### config.mk
export PLATFORM = sky130hd
export DESIGN_NAME = bt_status_tx
export DESIGN_NICKNAME = d
export VERILOG_FILES = /design/src/rtl/bt_status_tx_pkg.sv /design/src/rtl/bt_status_tx_bin2bcd_11.sv /design/src/rtl/bt_status_tx.sv
export SDC_FILE = /design/constraint.sdc
export NUM_CORES = 1
export LEC_CHECK = 0
export ABC_AREA = 0
export CORE_ASPECT_RATIO = 1.4
export CORE_MARGIN = 2
export CORE_UTILIZATION = 30
export CTS_CLUSTER_DIAMETER = 60
export DETAILED_ROUTE_END_ITERATION = 6
export SYNTH_ARGS = -nofsm -noshare
export SYNTH_HDL_FRONTEND = slang
export SYNTH_SLANG_ARGS = --single-unit
### constraint.sdc
create_clock -name CLK -period 5 [get_ports CLK]
set_input_delay 1 -clock CLK [delete_from_list [all_inputs] [get_ports CLK]]
set_output_delay 1 -clock CLK [all_outputs]
set_load 0.02 [all_outputs]
### src/rtl/bt_status_tx_pkg.sv
// bt_status_tx_pkg: shared Bluetooth UART definitions (baud constant, ASCII codes, frame length, FSM states, byte table)
package bt_status_tx_pkg;

    localparam int CLKS_PER_BIT_DEF = 10417;
    localparam int FRAME_LEN        = 9;

    localparam logic [7:0] CH_M  = 8'h4D;
    localparam logic [7:0] CH_S  = 8'h53;
    localparam logic [7:0] CH_0  = 8'h30;
    localparam logic [7:0] CH_Q  = 8'h3F;
    localparam logic [7:0] CH_CR = 8'h0D;
    localparam logic [7:0] CH_LF = 8'h0A;

    typedef enum logic [2:0] {
        ST_IDLE  = 3'd0,
        ST_CONV  = 3'd1,
        ST_START = 3'd2,
        ST_DATA  = 3'd3,
        ST_STOP  = 3'd4
    } state_t;

    // ASCII digit for 0..9 is simply 0x3 in the upper nibble
    function automatic logic [7:0] frame_byte(input logic [3:0] idx, input logic [3:0] m, input logic [15:0] bcd);
        return idx == 4'd0 ? CH_M :
               idx == 4'd1 ? (m <= 4'd9 ? (CH_0 | {4'd0, m}) : CH_Q) :
               idx == 4'd2 ? CH_S :
               idx == 4'd3 ? (CH_0 | {4'd0, bcd[15:12]}) :
               idx == 4'd4 ? (CH_0 | {4'd0, bcd[11:8]}) :
               idx == 4'd5 ? (CH_0 | {4'd0, bcd[7:4]}) :
               idx == 4'd6 ? (CH_0 | {4'd0, bcd[3:0]}) :
               idx == 4'd7 ? CH_CR : CH_LF;
    endfunction

endpackage

### src/rtl/bt_status_tx_bin2bcd_11.sv
// bin2bcd_11: iterative 11-cycle double-dabble, 11-bit binary to 4 BCD digits
//  CLK, RST : clock, asynchronous active-high reset
//  start    : load bin and begin conversion
//  bin      : binary value 0..2047
//  ready    : high when no conversion is running (bcd valid after a conversion)
//  bcd      : {thousands, hundreds, tens, units}
module bin2bcd_11 (
    input  logic        CLK,
    input  logic        RST,
    input  logic        start,
    input  logic [10:0] bin,
    output logic        ready,
    output logic [15:0] bcd
);

    logic [10:0] sr;
    logic [3:0]  cnt;
    logic        run;
    logic [11:0] adj;

    // Thousands digit never exceeds 1 before a shift for 11-bit inputs, so only the lower three get add-3
    always_comb begin
        adj = bcd[11:0];
        for (int i = 0; i < 3; i++)
            adj[4*i +: 4] = bcd[4*i +: 4] >= 4'd5 ? bcd[4*i +: 4] + 4'd3 : bcd[4*i +: 4];
    end

    always_ff @(posedge CLK or posedge RST) begin
        if (RST) begin
            sr  <= '0;
            bcd <= '0;
            cnt <= '0;
            run <= 1'b0;
        end else if (start) begin
            sr  <= bin;
            bcd <= '0;
            cnt <= '0;
            run <= 1'b1;
        end else if (run) begin
            bcd <= {bcd[14:12], adj, sr[10]};
            sr  <= {sr[9:0], 1'b0};
            cnt <= cnt + 4'd1;
            run <= cnt != 4'd10;
        end
    end

    assign ready = !run;

endmodule

### src/rtl/bt_status_tx.sv
// bt_status_tx: UART 8N1 transmitter sending "M<m>S<dddd>\r\n" status frames to the Bluetooth module
//  CLK, RST : 100 MHz clock, asynchronous active-high reset
//  send     : request pulse, accepted only when idle
//  mode     : game state to report (shown as '?' above 9)
//  score    : binary score 0..2047
//  txd      : registered serial line, idle high
//  busy     : high from acceptance until the last stop bit ends
//  done     : one-cycle pulse after the last stop bit
module bt_status_tx
    import bt_status_tx_pkg::*;
#(
    parameter int CLKS_PER_BIT = CLKS_PER_BIT_DEF
) (
    input  logic        CLK,
    input  logic        RST,
    input  logic        send,
    input  logic [3:0]  mode,
    input  logic [10:0] score,
    output logic        txd,
    output logic        busy,
    output logic        done
);

    localparam int BW = $clog2(CLKS_PER_BIT);

    state_t          state, state_n;
    logic [3:0]      mode_r, byte_idx, byte_n;
    logic [2:0]      bit_idx, bit_n;
    logic [BW-1:0]   baud, baud_n;
    logic            txd_n, done_n, wrap, accept, bcd_ready;
    logic [15:0]     bcd;
    logic [7:0]      tx_byte;

    assign accept  = send && state == ST_IDLE;
    assign wrap    = baud == BW'(CLKS_PER_BIT - 1);
    assign tx_byte = frame_byte(byte_idx, mode_r, bcd);
    assign busy    = state != ST_IDLE;

    bin2bcd_11 u_bcd (
        .CLK   (CLK),
        .RST   (RST),
        .start (accept),
        .bin   (score),
        .ready (bcd_ready),
        .bcd   (bcd)
    );

    always_comb begin
        state_n = state;
        byte_n  = byte_idx;
        bit_n   = bit_idx;
        txd_n   = txd;
        done_n  = 1'b0;
        case (state)
            ST_IDLE:  if (send) begin
                          state_n = ST_CONV;
                          byte_n  = '0;
                      end
            ST_CONV:  if (bcd_ready) begin
                          state_n = ST_START;
                          txd_n   = 1'b0;
                      end
            ST_START: if (wrap) begin
                          state_n = ST_DATA;
                          bit_n   = '0;
                          txd_n   = tx_byte[0];
                      end
            ST_DATA:  if (wrap) begin
                          state_n = bit_idx == 3'd7 ? ST_STOP : ST_DATA;
                          bit_n   = bit_idx + 3'd1;
                          txd_n   = bit_idx == 3'd7 ? 1'b1 : tx_byte[bit_idx + 3'd1];
                      end
            ST_STOP:  if (wrap) begin
                          state_n = byte_idx == 4'(FRAME_LEN - 1) ? ST_IDLE : ST_START;
                          done_n  = byte_idx == 4'(FRAME_LEN - 1);
                          byte_n  = byte_idx + 4'd1;
                          txd_n   = byte_idx == 4'(FRAME_LEN - 1);
                      end
            default:  state_n = ST_IDLE;
        endcase
        baud_n = (state == ST_START || state == ST_DATA || state == ST_STOP) && !wrap ? baud + BW'(1) : '0;
    end

    always_ff @(posedge CLK or posedge RST) begin
        if (RST) begin
            state    <= ST_IDLE;
            mode_r   <= '0;
            byte_idx <= '0;
            bit_idx  <= '0;
            baud     <= '0;
            txd      <= 1'b1;
            done     <= 1'b0;
        end else begin
            state    <= state_n;
            mode_r   <= accept ? mode : mode_r;
            byte_idx <= byte_n;
            bit_idx  <= bit_n;
            baud     <= baud_n;
            txd      <= txd_n;
            done     <= done_n;
        end
    end

endmodule

==> flow_metrics.env <==
export IMPL_die_h_um=132
export IMPL_cpPeakStageDelay_ps=540
export IMPL_placed_cells=541
export IMPL_layout_min_cycle_time_ps=2800
export IMPL_cts_root_buf="clkbuf_16"
export IMPL_path_clk_slew_ps=50
export IMPL_overflow=0
export IMPL_grt_pass1_wl_mm=12.9
export IMPL_reg2regPathDepth=4
export IMPL_htree_levels=3
export IMPL_vias=2727
export IMPL_fin_hold_ws_ps=478
export IMPL_min_path_cells=2
export IMPL_io_pins=21
export IMPL_worst_path_max_fanout=11
export IMPL_syn_instance_count=392
export IMPL_hold_buffers=0
export IMPL_critical_path_arrival_ps=1800
export IMPL_finalNetCount=442
export IMPL_synth_nets=426
export IMPL_crit_chain="nor3_1, inv_1, clkdlybuf4s50_1"
export IMPL_final_util_pct=36.4
export IMPL_synthTopCellsByArea="dfrtp_1, ha_1, mux2i_1, nor2_1, nand2_1"
export IMPL_layout_commonest_cell="dfrtp_1"
export IMPL_cellPowerDensity_mw_per_mm2=572
export IMPL_track_usage_pct=12.9
export IMPL_diodes=0
export IMPL_post_cts_buffers=0
export IMPL_synth_area_leader_cell="dfrtp_1"
export IMPL_synth_top_area_share_pct=43.3
export IMPL_worst_r2r_setup_slack_ps=2680
export IMPL_ys_seq_area_share_pct=44.1
export IMPL_cts_tree="done"
export IMPL_p_sw_share_pct=37.7
export IMPL_grt_pass1_vias=2751
export IMPL_synthFlopType="dfrtp_1"
export IMPL_power_frac_clock_pct=25.6
export IMPL_initial_utilization_pct=30.9
export IMPL_layout_cells_non_filler=556
export IMPL_wire_per_inst_um=12.9
export IMPL_maxSlewViolCount=0
export IMPL_hp_class="flop to flop"
export IMPL_avgSynthCellArea_um2=8.99
export IMPL_fillers=1186
export IMPL_cts_buffer_depth=2
export IMPL_worstHoldEndpoint="mode_r[0]"
export IMPL_post_cts_resize_count=0
export IMPL_worstSetupStartpoint="state[0]"
export IMPL_die_w_um=95.6
export IMPL_drt_wl_total_mm=7.15
export IMPL_async_reset_ff_share_pct=100
export IMPL_clock_fmax_mhz=357
export IMPL_drive_gt1_share_pct=6.07
export IMPL_setup_viol=0
export IMPL_layout_common_cells="dfrtp_1, nor2_1, nand2_1"
export IMPL_synth_edf_count=0
export IMPL_io_buffers=20
export IMPL_p_comb_share_pct=37.1
export IMPL_drcViolationCount=0
export IMPL_worst_slew_pin_slew_ps=981
export IMPL_firstDrtPassIters=4
export IMPL_status="completed"
export IMPL_max_slew_margin_rel_pct=34.1
export IMPL_antenna_found_initial=0
export IMPL_rsz0062_at_grt="false"
export IMPL_postRouteAntennaNets=0
export IMPL_synth_seq_cells=62
export IMPL_critical_path_top_delay_family="buffers and inverters"
export IMPL_r2r_start="baud[10]"
export IMPL_hold_viol=0
export IMPL_die_area_mm2=0.0126
export IMPL_leakagePower_nw=1.73
export IMPL_yosysUniqueCellTypes=45
export IMPL_startpoint_type="flop"
export IMPL_numClockSinks=62
export IMPL_clkLatencyLatePin_ps=330
export IMPL_switchingPower_mw=0.895
export IMPL_end_kind="output port"
export IMPL_cts_buffers=9
export IMPL_grt_max_degree=42
export IMPL_core_mm2=0.0114
export IMPL_min_period_over_period_pct=56.0
export IMPL_crit_buf_inv=2
export IMPL_synth_area_mm2=0.00352
export IMPL_core_rowCount=46
export IMPL_multi_input_area_mm2=0.00183
export IMPL_yosysWarnings=0
export IMPL_tns_ps=0
export IMPL_dpl_hpwl_mm=5.11
export IMPL_worstPathRequired_ps=4000
export IMPL_vias_per_cell=4.90
export IMPL_register_area_mm2=0.00155
export IMPL_criticalPathCategory="flop to output port"
export IMPL_seqPwrFrac_pct=37.2
export IMPL_vdd_drop_max_uv=322
export IMPL_p_int_mw=1.48
export IMPL_syn_to_final_growth_pct=17.7
export IMPL_drt_first_iter_violations=139
export IMPL_rr_endpoint="baud[8]"
export IMPL_maxCapViolCount=0
export IMPL_skew_ps=5.50
export IMPL_min_from="mode_r[0]"
export IMPL_gp_congestion=0.863
export IMPL_worst_path_max_delay_cell="clkdlybuf4s50_1"
-- registers in the layout, indices dropped and copies added, names as in the netlist --
name       cells
baud          14
u_bcd.cnt      4
state          3
u_bcd.run      1
txd            1
bit_idx        3
done           1
mode_r         4
u_bcd.bcd     16
byte_idx       4
u_bcd.sr      11
-- worst max-delay path by stage --
stage | slack, ps | end | cells after the start
final | 2200 | busy | 3
after global routing | 2040 | busy | 3
after detailed placement | 2140 | u_bcd.sr[1] | 4
after CTS | 2180 | busy | 3
after global placement | 2160 | u_bcd.sr[9] | 4
after floorplan | 2460 | baud[0] | 1
-- cells by family after synthesis --
| family | Yosys count | share of synthesized area (%) |
|---|---|---|
| and+or+nand+nor | 158 | 21.8 |
| AOI/OAI and AO/OA | 77 | 13.1 |
| DFF | 62 | 44.1 |
| buffers and inverters | 38 | 4.08 |
| muxes | 21 | 6.32 |
| xor gates and xnor gates | 20 | 4.97 |
| adders and majority gates | 16 | 5.68 |
-- cells in the mapped netlist, types with 2 or more instances --
library cell,n
dfrtp_1,61
nor2_1,50
nand2_1,47
o21ai_0,30
inv_1,20
mux2i_1,20
nand3_1,19
a21oi_1,17
clkbuf_1,16
ha_1,16
xor2_1,12
a211oi_1,9
nand2b_1,9
xnor2_1,8
nor3b_1,6
o22ai_1,6
nor2b_1,5
a2111oi_0,3
nand4_1,3
nor3_1,3
a311oi_1,2
nand3b_1,2
nor4_1,2
o2111ai_1,2
o21a_1,2
or3_1,2
or4_4,2
-- area by class of cell --
| class | instances | share of cell area, % |
|---|---|---|
| Clock buffer | 11 | 5.85 |
| Clock inverter | 4 | 1.15 |
| Inverter | 20 | 1.81 |
| Multi-Input combinational cell | 292 | 44.0 |
| Sequential cell | 62 | 37.4 |
| Tap cell | 144 | 4.34 |
| Timing Repair Buffer | 23 | 5.37 |
-- per-stage QoR --
| step | setup slack [ps] | power (mW) | area [µm²] |
|---|---|---|---|
| after floorplan | 2460 | 1.57 | 3520 |
| after global placement | 2160 | 1.75 | 3860 |
| after detailed placement | 2140 | 1.78 | 3860 |
| after CTS | 2180 | 2.40 | 4150 |
| after global routing | 2040 | 2.57 | 4150 |
| final | 2200 | 2.37 | 4150 |
-- metal layers --
layer	global-route usage (%)	vias to the layer above	part of all wire, %
met3	3.20	13	2.7
li1	-	1382	-
met5	0	-	0
met2	21.1	49	51
met4	6.75	0	3.0
met1	15.3	1283	44
-- tightest hold or removal path, delay by kind of cell, from the launching register on --
kind / cells / cell delay, ps
flops: 1 / 330
simple gates: 2 / 120
-- power by group through the flow --
stage | clock, mW | combinational [mW] | sequential, mW
finish | 0.609 | 0.882 | 0.883
detailed placement | 0 | 0.888 | 0.889
global placement | 0 | 0.860 | 0.886
global route | 0.637 | 1.01 | 0.922
CTS | 0.622 | 0.893 | 0.882
floorplan | 0 | 0.760 | 0.809
Power figures use the tool's default switching activity.
